===== config.mk =====
export PLATFORM = sky130hd
export DESIGN_NAME = popcount_stream_acc
export DESIGN_NICKNAME = d
export VERILOG_FILES = /design/src/rtl/popcount_pkg.sv /design/src/rtl/popcount_chunk.sv /design/src/rtl/popcount_stream_acc.sv
export SDC_FILE = /design/constraint.sdc
export NUM_CORES = 1
export LEC_CHECK = 0
export CAP_MARGIN = 20
export CORE_MARGIN = 2
export CORE_UTILIZATION = 59
export CTS_CLUSTER_DIAMETER = 50
export DETAILED_ROUTE_END_ITERATION = 8
export PLACE_DENSITY = 0.89
export SKIP_CTS_REPAIR_TIMING = 1
export SYNTH_ARGS = -nofsm -noshare
export SYNTH_HDL_FRONTEND = slang
export SYNTH_SLANG_ARGS = --single-unit

===== constraint.sdc =====
create_clock -name clk -period 6.45 [get_ports clk]
set_input_delay 1.29 -clock clk [delete_from_list [all_inputs] [get_ports clk]]
set_output_delay 1.29 -clock clk [all_outputs]
set_load 0.05 [all_outputs]

===== src/rtl/popcount_pkg.sv =====
// Shared width helpers and default geometry for the streaming popcount accumulator.
package popcount_pkg;

    localparam int unsigned DEF_IN_W    = 32;
    localparam int unsigned DEF_CHUNK_W = 8;

    // Bits needed to hold a count of 0..n.
    function automatic int unsigned cnt_w(input int unsigned n);
        return $clog2(n + 1);
    endfunction

    function automatic int unsigned nchunk(input int unsigned in_w, input int unsigned chunk_w);
        return (in_w + chunk_w - 1) / chunk_w;
    endfunction

    localparam int unsigned NCHUNK     = nchunk(DEF_IN_W, DEF_CHUNK_W);
    localparam int unsigned BEAT_CNT_W = cnt_w(DEF_IN_W);

endpackage


===== src/rtl/popcount_chunk.sv =====
// Combinational ones-counter for one W-bit chunk of a data beat.
module popcount_chunk
    import popcount_pkg::*;
#(
    parameter int unsigned W = DEF_CHUNK_W
) (
    input  logic [W-1:0]        bits,
    output logic [cnt_w(W)-1:0] cnt_c
);

    localparam int unsigned CW = cnt_w(W);

    always_comb begin
        cnt_c = '0;
        for (int i = 0; i < int'(W); i++) begin
            cnt_c = cnt_c + CW'(bits[i]);
        end
    end

endmodule


===== src/rtl/popcount_stream_acc.sv =====
// Two-stage streaming popcount with per-frame accumulation and valid/ready result.
// Optional saturation of count/beats plus sticky overflow flag: define POPCNT_SAT_EN.
module popcount_stream_acc
    import popcount_pkg::*;
#(
    parameter int unsigned IN_W    = DEF_IN_W,
    parameter int unsigned CHUNK_W = DEF_CHUNK_W,
    parameter int unsigned ACC_W   = 16,
    parameter int unsigned BEAT_W  = 8
) (
    input  logic              clk,
    input  logic              rst,
    input  logic              in_valid,
    output logic              in_ready,
    input  logic [IN_W-1:0]   in_data,
    input  logic              in_last,
    output logic              out_valid,
    input  logic              out_ready,
    output logic [ACC_W-1:0]  out_count,
    output logic [BEAT_W-1:0] out_beats,
    output logic              out_ovf
);

    localparam int unsigned N_CHUNK     = nchunk(IN_W, CHUNK_W);
    localparam int unsigned PAD_W       = N_CHUNK * CHUNK_W;
    localparam int unsigned CHUNK_CNT_W = cnt_w(CHUNK_W);
    localparam int unsigned SUM_W       = cnt_w(IN_W);

    logic                                   stall_c;
    logic [PAD_W-1:0]                       data_pad_c;
    logic [N_CHUNK-1:0][CHUNK_CNT_W-1:0]    chunk_cnt_c;
    logic [N_CHUNK-1:0][CHUNK_CNT_W-1:0]    s1_cnt;
    logic                                   s1_valid;
    logic                                   s1_last;
    logic [SUM_W-1:0]                       beat_cnt_c;
    logic [ACC_W-1:0]                       acc;
    logic [BEAT_W-1:0]                      beats;
    logic [ACC_W-1:0]                       acc_next_c;
    logic [BEAT_W-1:0]                      beats_next_c;

    // Whole pipeline freezes while a finished result waits for the consumer.
    assign stall_c    = out_valid && !out_ready;
    assign in_ready   = !stall_c;
    assign data_pad_c = PAD_W'(in_data);

    for (genvar g = 0; g < int'(N_CHUNK); g++) begin : g_chunk
        popcount_chunk #(.W(CHUNK_W)) u_chunk (
            .bits  (data_pad_c[g*CHUNK_W +: CHUNK_W]),
            .cnt_c (chunk_cnt_c[g])
        );
    end

    always_comb begin
        beat_cnt_c = '0;
        for (int i = 0; i < int'(N_CHUNK); i++) begin
            beat_cnt_c = beat_cnt_c + SUM_W'(s1_cnt[i]);
        end
    end

`ifdef POPCNT_SAT_EN
    logic [ACC_W:0] acc_sum_c;
    logic           ovf_acc;
    logic           ovf_next_c;

    assign acc_sum_c = {1'b0, acc} + (ACC_W+1)'(beat_cnt_c);

    always_comb begin
        acc_next_c   = acc_sum_c[ACC_W] ? '1 : acc_sum_c[ACC_W-1:0];
        beats_next_c = (&beats) ? beats : beats + BEAT_W'(1);
        ovf_next_c   = ovf_acc | acc_sum_c[ACC_W];
    end

    // Overflow is sticky across the frame and reported with its result.
    always_ff @(posedge clk or posedge rst) begin
        if (rst) begin
            ovf_acc <= 1'b0;
            out_ovf <= 1'b0;
        end else if (!stall_c && s1_valid) begin
            if (s1_last) begin
                out_ovf <= ovf_next_c;
                ovf_acc <= 1'b0;
            end else begin
                ovf_acc <= ovf_next_c;
            end
        end
    end
`else
    assign acc_next_c   = acc + ACC_W'(beat_cnt_c);
    assign beats_next_c = beats + BEAT_W'(1);
    assign out_ovf      = 1'b0;
`endif

    always_ff @(posedge clk or posedge rst) begin
        if (rst) begin
            s1_valid  <= 1'b0;
            s1_last   <= 1'b0;
            s1_cnt    <= '0;
            acc       <= '0;
            beats     <= '0;
            out_valid <= 1'b0;
            out_count <= '0;
            out_beats <= '0;
        end else if (!stall_c) begin
            s1_valid  <= in_valid;
            s1_last   <= in_last;
            s1_cnt    <= chunk_cnt_c;
            out_valid <= s1_valid && s1_last;
            if (s1_valid) begin
                if (s1_last) begin
                    out_count <= acc_next_c;
                    out_beats <= beats_next_c;
                    acc       <= '0;
                    beats     <= '0;
                end else begin
                    acc       <= acc_next_c;
                    beats     <= beats_next_c;
                end
            end
        end
    end

endmodule


==> results of run 1 <==
## final timing paths
kind                                 end  slack, ns  cells after the start
hold / removal             out_count[11]       0.48                      2
setup / recovery                in_ready       2.10                      4
max in group asynchronous      s1_cnt[6]       4.40                      3
setup reg to reg                  acc[9]       2.66                     12
hold reg to reg            out_count[11]       0.48                      2
min in group asynchronous   out_beats[1]       1.51                      3
## power by group through the flow
stage	clock network (mW)	logic, mW	registers (mW)
after floorplan	0	0.861	0.676
after global placement	0	1.21	0.579
after detailed placement	0	1.28	0.586
after CTS	0.439	1.30	0.579
after global routing	0.455	1.46	0.589
final	0.433	1.32	0.580
## cells by family after synthesis
group	after synthesis	share of synthesized area, %
xor+xnor	22	4.63
mux	12	3.25
buf+inv	82	7.73
flops	67	40.3
simple gates	86	9.99
other cells	1	0.0902
fa+ha+maj	51	20.2
compound gates	92	13.8
## layer usage
| layer | track usage, % | wire (um) |
|---|---|---|
| met2 | 42.1 | 4330 |
| met3 | 5.00 | 399 |
| met4 | 7.97 | 137 |
| met1 | 28.9 | 3210 |
| met5 | 0 | 0 |
## state kept, by name (all words and copies together), names as in the netlist
register and count:
acc 16, beats 8, out_beats 8, out_count 16, out_valid 1, s1_cnt 16
s1_last 1, s1_valid 1
## critical path, stage by stage
cell and delay, ns:
clkdlybuf4s50_1 0.47, nand2b_1 0.11, buf_4 0.31, clkdlybuf4s50_1 0.87
## metrics by stage
step                util (%)  cell area, um^2  power, mW  hold WS, ns  instances
finish                  75.0             5090       2.33        0.479        574
global placement        71.3             4840       1.79        0.459        558
CTS                     75.0             5090       2.32        0.487        574
floorplan                  -             4160       1.54        0.445        413
detailed placement      71.3             4840       1.87        0.469        558
global route            75.0             5090       2.51        0.509        574
## area by class of cell
| type | count | area (um^2) | area share (%) |
|---|---|---|---|
| Timing Repair Buffer | 64 | 636 | 12.5 |
| Sequential cell | 67 | 1680 | 32.9 |
| Clock inverter | 6 | 113 | 2.21 |
| Multi-Input combinational cell | 264 | 2160 | 42.4 |
| Tap cell | 96 | 120 | 2.36 |
| Clock buffer | 10 | 138 | 2.70 |
| Inverter | 67 | 251 | 4.94 |
## synthesized netlist by cell type, types with 7 or more instances
| library cell | n |
|---|---|
| a21oi_1 | 12 |
| clkbuf_1 | 8 |
| dfrtp_1 | 67 |
| fa_1 | 27 |
| ha_1 | 24 |
| inv_1 | 67 |
| mux2_2 | 12 |
| nand2_1 | 44 |
| nand3_1 | 7 |
| nor2_1 | 16 |
| o21ai_0 | 37 |
| o21ai_1 | 8 |
| o31ai_1 | 9 |
| xnor2_1 | 14 |
| xor2_1 | 8 |
==> flow_metrics.env, run 1 <==
export IMPL_post_route_drc_count=0
export IMPL_setup_viol_count_final=0
export IMPL_drt_pass1_iterations=4
export IMPL_die_y_um=87.9
export IMPL_yosysWarnings=0
export IMPL_grt_max_degree=68
export IMPL_relSlewSlack_pct=44.7
export IMPL_p_sw_share_pct=44.1
export IMPL_peakVddDrop_v=0.000407
export IMPL_drtIter0Drc=170
export IMPL_vias=3074
export IMPL_via_per_inst=5.36
export IMPL_grt_ovfl_total=0
export IMPL_cts_root_buf="clkbuf_8"
export IMPL_cts_max_path_buffers=2
export IMPL_timing_fmax_mhz=230
export IMPL_grt_use_total_pct=23.7
export IMPL_hold_violations=0
export IMPL_power_frac_clock_pct=18.6
export IMPL_synthTopCellsByArea="dfrtp_1 (40%), fa_1 (13%), ha_1 (7.2%)"
export IMPL_drive_gt1_share_pct=8.16
export IMPL_ant_nets=0
export IMPL_p_int_mw=1.30
export IMPL_die_area_um2=7730
export IMPL_ys_seq_area_share_pct=40.3
export IMPL_criticalPathCategory="primary input to output port"
export IMPL_fin_crit_sh_pct=67.4
export IMPL_wl_per_cell_um=14.1
export IMPL_period_minus_slack_ns=4.35
export IMPL_cap_violations=0
export IMPL_synth_nets=501
export IMPL_critPathLaunchType="primary input"
export IMPL_post_place_ws_ns=2.12
export IMPL_yosys_most_used_dff="dfrtp_1"
export IMPL_crit_fanout=34
export IMPL_hpwl_um=5810
export IMPL_hold_path_startpoint="out_count[11]"
export IMPL_crit_reg2reg_launch="s1_cnt[5]"
export IMPL_fin_skew_ns=0.0100
export IMPL_core_um2=6790
export IMPL_yosys_area_top_type="dfrtp_1"
export IMPL_layout_commonest_cell="dfrtp_1"
export IMPL_tightest_slew_ns=0.830
export IMPL_synth_seq_cells=67
export IMPL_netlist_area_um2=4160
export IMPL_nNetsFinal=561
export IMPL_layout_common_cells="dfrtp_1 (67), inv_1 (66), clkdlybuf4s50_1 (62), nand2_1 (44), o21ai_0 (37)"
export IMPL_crit_required_ns=5.16
export IMPL_port_buffers=62
export IMPL_rsz0062_at_grt="no"
export IMPL_cts_max_level=3
export IMPL_die_w_um=87.9
export IMPL_setup_ws_ns=2.10
export IMPL_drv_slew=0
export IMPL_antenna_found_initial=0
export IMPL_gp_routability_congestion=0.881
export IMPL_clkTransAtPathRegs_ns=0.08
export IMPL_netlist_area_leader_share_pct=40.3
export IMPL_worstHoldPathType="register to register"
export IMPL_endpoint_kind="output port"
export IMPL_synth_cells=413
export IMPL_cp_arrival_ns=3.06
export IMPL_grt_pass1_vias=3124
export IMPL_diodes=0
export IMPL_grt_pass1_wl_um=14100
export IMPL_fillers=467
export IMPL_area_delta_synth_final_pct=22.5
export IMPL_cts_buffers=9
export IMPL_row_count=30
export IMPL_ios=64
export IMPL_fin_tns_setup_ns=0
export IMPL_clock_sinks=67
export IMPL_clkLatencyLatePin_ns=0.34
export IMPL_synthArstFlopShare_pct=100
export IMPL_p_seq_share_pct=24.9
export IMPL_switching_power_mw=1.03
export IMPL_power_density_nw_per_um2=457
export IMPL_cts_tree="done"
export IMPL_routed_wl_um=8080
export IMPL_start_util_pct=61.2
export IMPL_crit_start="out_ready"
export IMPL_comb_power_share_pct=56.5
export IMPL_synth_cell_type_count=43
export IMPL_avgSynthCellArea_um2=10.1
export IMPL_outcome="finished, final reports clean"
export IMPL_synth_edff_count=0
export IMPL_leakage_nw=2.44
(Power assumes the default switching activity.)
==> run 2: changes to the inputs <==
Settings changed: CORE_UTILIZATION 59 to 55, PLACE_DENSITY 0.89 to 0.84.
Clock period 6.45 ns to 4.4 ns, I/O delays scaled along.
==> run 2 against run 1 <==
Via count shrank 0.72%; register-to-register slack worse by 2.0 ns; clock skew is 0.0025 ns higher; sequential cell count stayed put; total power increased by 40%; largest cell class unchanged; critical path type is now register to register; critical endpoint is now acc[9].
==> flow_metrics.env, run 2 (synthesized netlist as in run 1, its figures left out) <==
export IMPL_peakVddDrop_v=0.000530
export IMPL_vias=3052
export IMPL_layout_common_cells="dfrtp_1 (67), inv_1 (66), clkdlybuf4s50_1 (61), nand2_1 (44), o21ai_0 (37)"
export IMPL_path_cells="inv_1 -> fa_1 -> fa_1 -> fa_1 -> inv_1 -> ha_1 -> fa_1 -> a211oi_2 -> o21ai_1 -> and3_1 -> o21ai_0 -> a22o_1"
export IMPL_cap_violations=0
export IMPL_layout_commonest_cell="dfrtp_1"
export IMPL_start_util_pct=57.0
export IMPL_diodes=0
export IMPL_instances_no_fill=577
export IMPL_clock_sinks=67
export IMPL_fin_tns_setup_ns=0
export IMPL_leakage_nw=2.42
export IMPL_path_depth=12
export IMPL_die_w_um=90.9
export IMPL_ant_nets=0
export IMPL_cts_buffers=9
export IMPL_worstHoldPathCells=2
export IMPL_cpMaxStageDelayCell="fa_1"
export IMPL_gp_routability_congestion=0.878
export IMPL_cts_max_level=3
export IMPL_routed_wl_um=7870
export IMPL_cts_max_path_buffers=2
export IMPL_clkLatencyLatePin_ns=0.35
export IMPL_cpMostUsedCell="fa_1"
export IMPL_grt_pass1_wl_um=13800
export IMPL_hpwl_um=5890
export IMPL_outcome="finished, final reports clean"
export IMPL_drv_slew=0
export IMPL_crit_fanout=3
export IMPL_endpoint_kind="register"
export IMPL_grt_ovfl_total=0
export IMPL_setup_viol_count_final=0
export IMPL_timing_fmax_mhz=269
export IMPL_fin_crit_sh_pct=84.4
export IMPL_fin_skew_ns=0.0125
export IMPL_via_per_inst=5.29
export IMPL_critPathTopFamily="adder cells"
export IMPL_die_y_um=90.9
export IMPL_relSlewSlack_pct=48.6
export IMPL_hold_violations=0
export IMPL_post_route_drc_count=0
export IMPL_nNetsFinal=561
export IMPL_rsz0062_at_grt="no"
export IMPL_core_um2=7290
export IMPL_drtIter0Drc=130
export IMPL_drt_pass1_iterations=4
export IMPL_antenna_found_initial=0
export IMPL_fillers=579
export IMPL_critPathLaunchType="register"
export IMPL_grt_use_total_pct=20.9
export IMPL_power_density_nw_per_um2=646
export IMPL_path_buf_inv=2
export IMPL_tightest_slew_ns=0.769
export IMPL_dp_cells=561
export IMPL_drive_gt1_share_pct=8.37
export IMPL_row_count=31
export IMPL_port_buffers=62
export IMPL_worstHoldPathType="register to register"
export IMPL_r2r_worst_path_cells=12
export IMPL_crit_required_ns=4.70
export IMPL_die_area_um2=8270
export IMPL_ios=64
export IMPL_wl_per_cell_um=13.6
export IMPL_slowest_delay_ns=0.55
export IMPL_criticalPathCategory="register to register"
export IMPL_grt_pass1_vias=3076
export IMPL_grt_max_degree=45
export IMPL_clkTransAtPathRegs_ns=0.08
export IMPL_period_minus_slack_ns=3.72
export IMPL_rrSetupSlack_ns=0.68
export IMPL_cp_arrival_ns=4.01
export IMPL_cts_root_buf="clkbuf_8"
export IMPL_reg_top3="acc x16, out_count x16, s1_cnt x16"
export IMPL_area_delta_synth_final_pct=21.6
export IMPL_cts_tree="done"
-- run 2: per-layer routing --
| layer | GRT usage [%] | routed length, um | vias to the layer above |
|---|---|---|---|
| li1 | - | - | 1477 |
| met1 | 25.1 | 3320 | 1491 |
| met2 | 36.9 | 4110 | 72 |
| met3 | 4.81 | 301 | 12 |
| met4 | 6.94 | 142 | 0 |
| met5 | 0 | 0 | - |
-- run 2: worst paths after layout --
| check | to | startpoint |
|---|---|---|
| worst max-delay path | acc[9] | s1_cnt[1] |
| worst min-delay path | out_beats[3] | out_beats[3] |
| worst max register to register | acc[9] | s1_cnt[1] |
| worst min register to register | out_beats[3] | out_beats[3] |
| max in group asynchronous | acc[8] | rst |
| min in group asynchronous | out_beats[1] | rst |
-- run 2: where the power goes --
group | switching (mW) | leakage, nW | total (mW) | internal [mW]
Combinational | 1.10 | 1.44 | 1.88 | 0.772
Clock | 0.241 | 0.108 | 0.548 | 0.306
Sequential | 0.0905 | 0.878 | 0.845 | 0.754
-- run 2: metrics by stage --
step / util, % / setup WS, ns / total power [mW] / area [um^2] / hold WS, ns
4_1_cts: 69.4 / 0.671 / 3.28 / 5060 / 0.485
3_5_place_dp: 66.4 / 0.645 / 2.72 / 4840 / 0.469
5_1_grt: 69.4 / 0.488 / 3.55 / 5060 / 0.497
3_3_place_gp: 66.4 / 0.728 / 2.65 / 4840 / 0.459
2_1_floorplan: - / 0.871 / 2.25 / 4160 / 0.445
6_report: 69.4 / 0.685 / 3.27 / 5060 / 0.478
-- run 2: area by class of cell --
| cell class | count | area, um^2 | area share [%] |
|---|---|---|---|
| clock buffers | 12 | 165 | 3.27 |
| clock inverters | 4 | 47.5 | 0.940 |
| inverters | 67 | 251 | 4.97 |
| multi-input cells | 264 | 2160 | 42.7 |
| flip-flops and latches | 67 | 1680 | 33.2 |
| well taps | 99 | 124 | 2.45 |
| repair buffers | 64 | 633 | 12.5 |
-- run 2: tightest hold or removal path, stage by stage, from the launching register on --
cell and delay (ns):
dfrtp_1 0.34, nand2_1 0.04, o21ai_0 0.06
==> patch 1 (flow settings as in run 2) <==
The option `POPCNT_SAT_EN` is turned on by a define.
--- a/src/rtl/popcount_stream_acc.sv
+++ b/src/rtl/popcount_stream_acc.sv
@@ -1,4 +1,6 @@
 // Two-stage streaming popcount with per-frame accumulation and valid/ready result.
 // Optional saturation of count/beats plus sticky overflow flag: define POPCNT_SAT_EN.
+`define POPCNT_SAT_EN
+
 module popcount_stream_acc
     import popcount_pkg::*;
Behaviour: no difference found for any inputs over 4 cycles, from zero or initial values and one cycle with rst high; that may be too few to reach the edited logic, so the function may still have changed.
==> patch 1 against run 2 <==
- synthesized area rose by 7.6%
- design area is 7.2% higher
- clock power grew 22%
- routed wire length is 20% higher
- sequential cell count rose by 2
- synthesized cell count increased by 12%
- largest cell class unchanged
- setup slack worse by 0.11 ns
- total power is 20% higher
- critical path type unchanged
==> patch 1: results (changes against run 2) <==
status completed; vias in the first global route 3421 (+11%); pin count of the biggest net entering global routing 39 (-13%); FF-to-FF Start s1_cnt[2]$_DFFE_PP0N_; FMAX 262 MHz (-2.8%); non-filler instance count after layout 630 (+9.2%); first-pass GRT wire length 15800 um (+14%); share of cells above drive strength 1 8.90% (+0.53 points); Clock group 0.000667 W (+22%); sequential area share after synthesis 38.6% (-1.7 points); met2 routed WL 4850 um (+18%); RePlAce Congestion 0.933 (+6.3%); Flop pwr share 23.7% (-2.1 points); Non-clock buffering overhead 12.3% (-0.25 points); syn_nets 552 (+10%); worst r2r dst out_count[5]$_DFFE_PP0P_; pre-CTS WS 0.619 ns (-0.0258 ns); Leak 2.61 nW (+7.8%); CP arrival 4.04 ns (+0.03 ns); Hold Slack 0.483 ns (+0.00520 ns); R2R setup slack 0.58 ns (-0.11 ns); P_int 0.00214 W (+17%); Total Routed Length 9420 um (+20%); Worst-Margin Slew 0.789 ns (+0.0206 ns); bufs w/o clock 68 (+6.3%); count of multi-input gates 299 (+13%); crit path max fanout 9 (+6); commonest cells in the netlist inv_1, dfrtp_1, nand2_1; Layout Skew 0.0105 ns (-0.00208 ns); multi-input gate share of total cell area 43.5% (+0.80 points); Met3 Routed Length 490 um (+63%); Avg Cell Area, Syn 9.64 sq um (-4.2%); vias 3456 (+13%); Fillers 583 (+0.69%); Tot GR Track Use 23.2% (+2.4 points); met1 GRT Util 29.5% (+4.4 points); Clk network pwr share 17.0% (+0.2 points); DP Area 5160 sq um (+6.6%); DR iter-0 viols 181 (+39%); worst vdd ir 0.000675 V (+27%)
==> patch 1: cell count changes after synthesis, moves of 5 or more <==
cell,change
o21ai_0,-21
nor3_1,+7
inv_1,+9
o21ai_1,+6
nor2_1,+11
a21o_1,+5
mux2i_1,+5
xnor2_1,-10
a31oi_1,+6
o22a_1,+5
a21oi_1,+17
a22o_1,-5
o31ai_1,-5
mux2_2,-7
==> patch 1: cells by family (layout without fill, tap and decap cells) <==
| kind of cell | Yosys count | after routing | synth area share, % |
|---|---|---|---|
| muxes | 10 | 10 | 2.38 |
| DFF | 69 | 69 | 38.6 |
| xor gates and xnor gates | 14 | 14 | 2.74 |
| AOI/OAI and AO/OA | 109 | 109 | 16.2 |
| buffers and inverters | 96 | 160 | 8.67 |
| and+or+nand+nor | 115 | 115 | 12.6 |
| adders and majority gates | 51 | 51 | 18.8 |
==> patch 2 (flow settings as in run 2) <==
Without the edit above. Register the output `out_count` once more; this adds one clock of latency there. The other outputs are not delayed to match.
--- a/src/rtl/popcount_stream_acc.sv
+++ b/src/rtl/popcount_stream_acc.sv
@@ -26,4 +26,6 @@
     localparam int unsigned CHUNK_CNT_W = cnt_w(CHUNK_W);
     localparam int unsigned SUM_W       = cnt_w(IN_W);
+
+    logic [ACC_W-1:0] out_count_s0;
 
     logic                                   stall_c;
@@ -99,5 +101,5 @@
             beats     <= '0;
             out_valid <= 1'b0;
-            out_count <= '0;
+            out_count_s0 <= '0;
             out_beats <= '0;
         end else if (!stall_c) begin
@@ -108,5 +110,5 @@
             if (s1_valid) begin
                 if (s1_last) begin
-                    out_count <= acc_next_c;
+                    out_count_s0 <= acc_next_c;
                     out_beats <= beats_next_c;
                     acc       <= '0;
@@ -120,4 +122,8 @@
     end
 
+    always_ff @(posedge clk) begin
+        out_count <= out_count_s0;
+    end
+
 endmodule
 
Behaviour: not the same (Yosys sat finds a counterexample within 4 cycles, from zero or initial values and one cycle with rst high).
==> patch 2 against run 2 <==
- setup slack gained 0.0045 ns
- synthesized area grew 6.6%
- largest cell class unchanged
- routed wire length increased by 2.4%
- sequential cell count is 16 higher
- critical path type unchanged
- design area increased by 6.1%
- sequential power is 24% higher
- critical endpoint is now out_count_s0[13]$_DFFE_PP0P_
- largest power group unchanged
- core utilization shrank 0.30 points
- total power up 7.2%
- highest routed layer unchanged
==> patch 2: results (changes against run 2) <==
Slowest Stage Delay on Critical Path 0.58 ns (+0.03 ns); Fillers 602 (+4.0%); DR iter-0 viols 138 (+6.2%); multiplexer area fraction after synthesis 1.27% (-2.0 points); placed insts 610 (+8.7%); Post-DP HPWL 6210 um (+5.5%); hold path depth 0 (-2); commonest cells in the netlist inv_1, nand2_1, dfrtp_1; asr flop ratio synth 80.7% (-19 points); pin count of the biggest net entering global routing 36 (-20%); RePlAce Congestion 0.846 (-3.7%); vias 3190 (+4.5%); met1 GRT Util 26.6% (+1.5 points); Worst Setup EP out_count_s0[13]$_DFFE_PP0P_; post-synthesis adder-cell area fraction 19.0% (-1.3 points); Synth area leaders dfrtp_1, fa_1, dfxtp_1; switching pwr 0.00151 W (+5.2%); Layout Skew 0.00778 ns (-0.00475 ns); Pre-antenna DRT Iters 5 (+1); sequential area share after synthesis 45.0% (+4.7 points); DP Area 5150 sq um (+6.4%); Worst slew margin 41.3% (-7.2 points); worst vdd ir 0.000505 V (-4.6%); complex-gate fraction of the synthesized area 12.1% (-1.6 points); status completed; non-filler instance count after layout 626 (+8.5%)
==> patch 2: changes by cell type after synthesis, sizes merged, moves of 7 or more <==
cell          run 2  this run
inv              67        78
a21oi            12        26
nand2            45        68
dfxtp             0        16
mux2             12         5
o22ai             4        12
==> patch 2: metal layers <==
layer	up-vias	part of all wire, %
met1	1515	43
li1	1578	-
met2	84	51
met5	-	0
met4	0	1.9
met3	13	4.1
==> patch 2: power groups by stage <==
stage               registers (W)  clock network [W]  logic [W]
finish                    0.00105           0.000585    0.00187
global route              0.00107           0.000627    0.00212
CTS                       0.00105           0.000590    0.00189
detailed placement        0.00106                  0    0.00188
global placement          0.00105                  0    0.00179
floorplan                 0.00121                  0    0.00123
==> patch 2: layout make-up <==
type | count | area share (%)
Multi-Input combinational cell | 279 | 38.6
Clock inverter | 4 | 1.40
Inverter | 78 | 5.46
Timing Repair Buffer | 68 | 12.4
Tap cell | 102 | 2.38
Clock buffer | 12 | 2.52
Sequential cell | 83 | 37.2
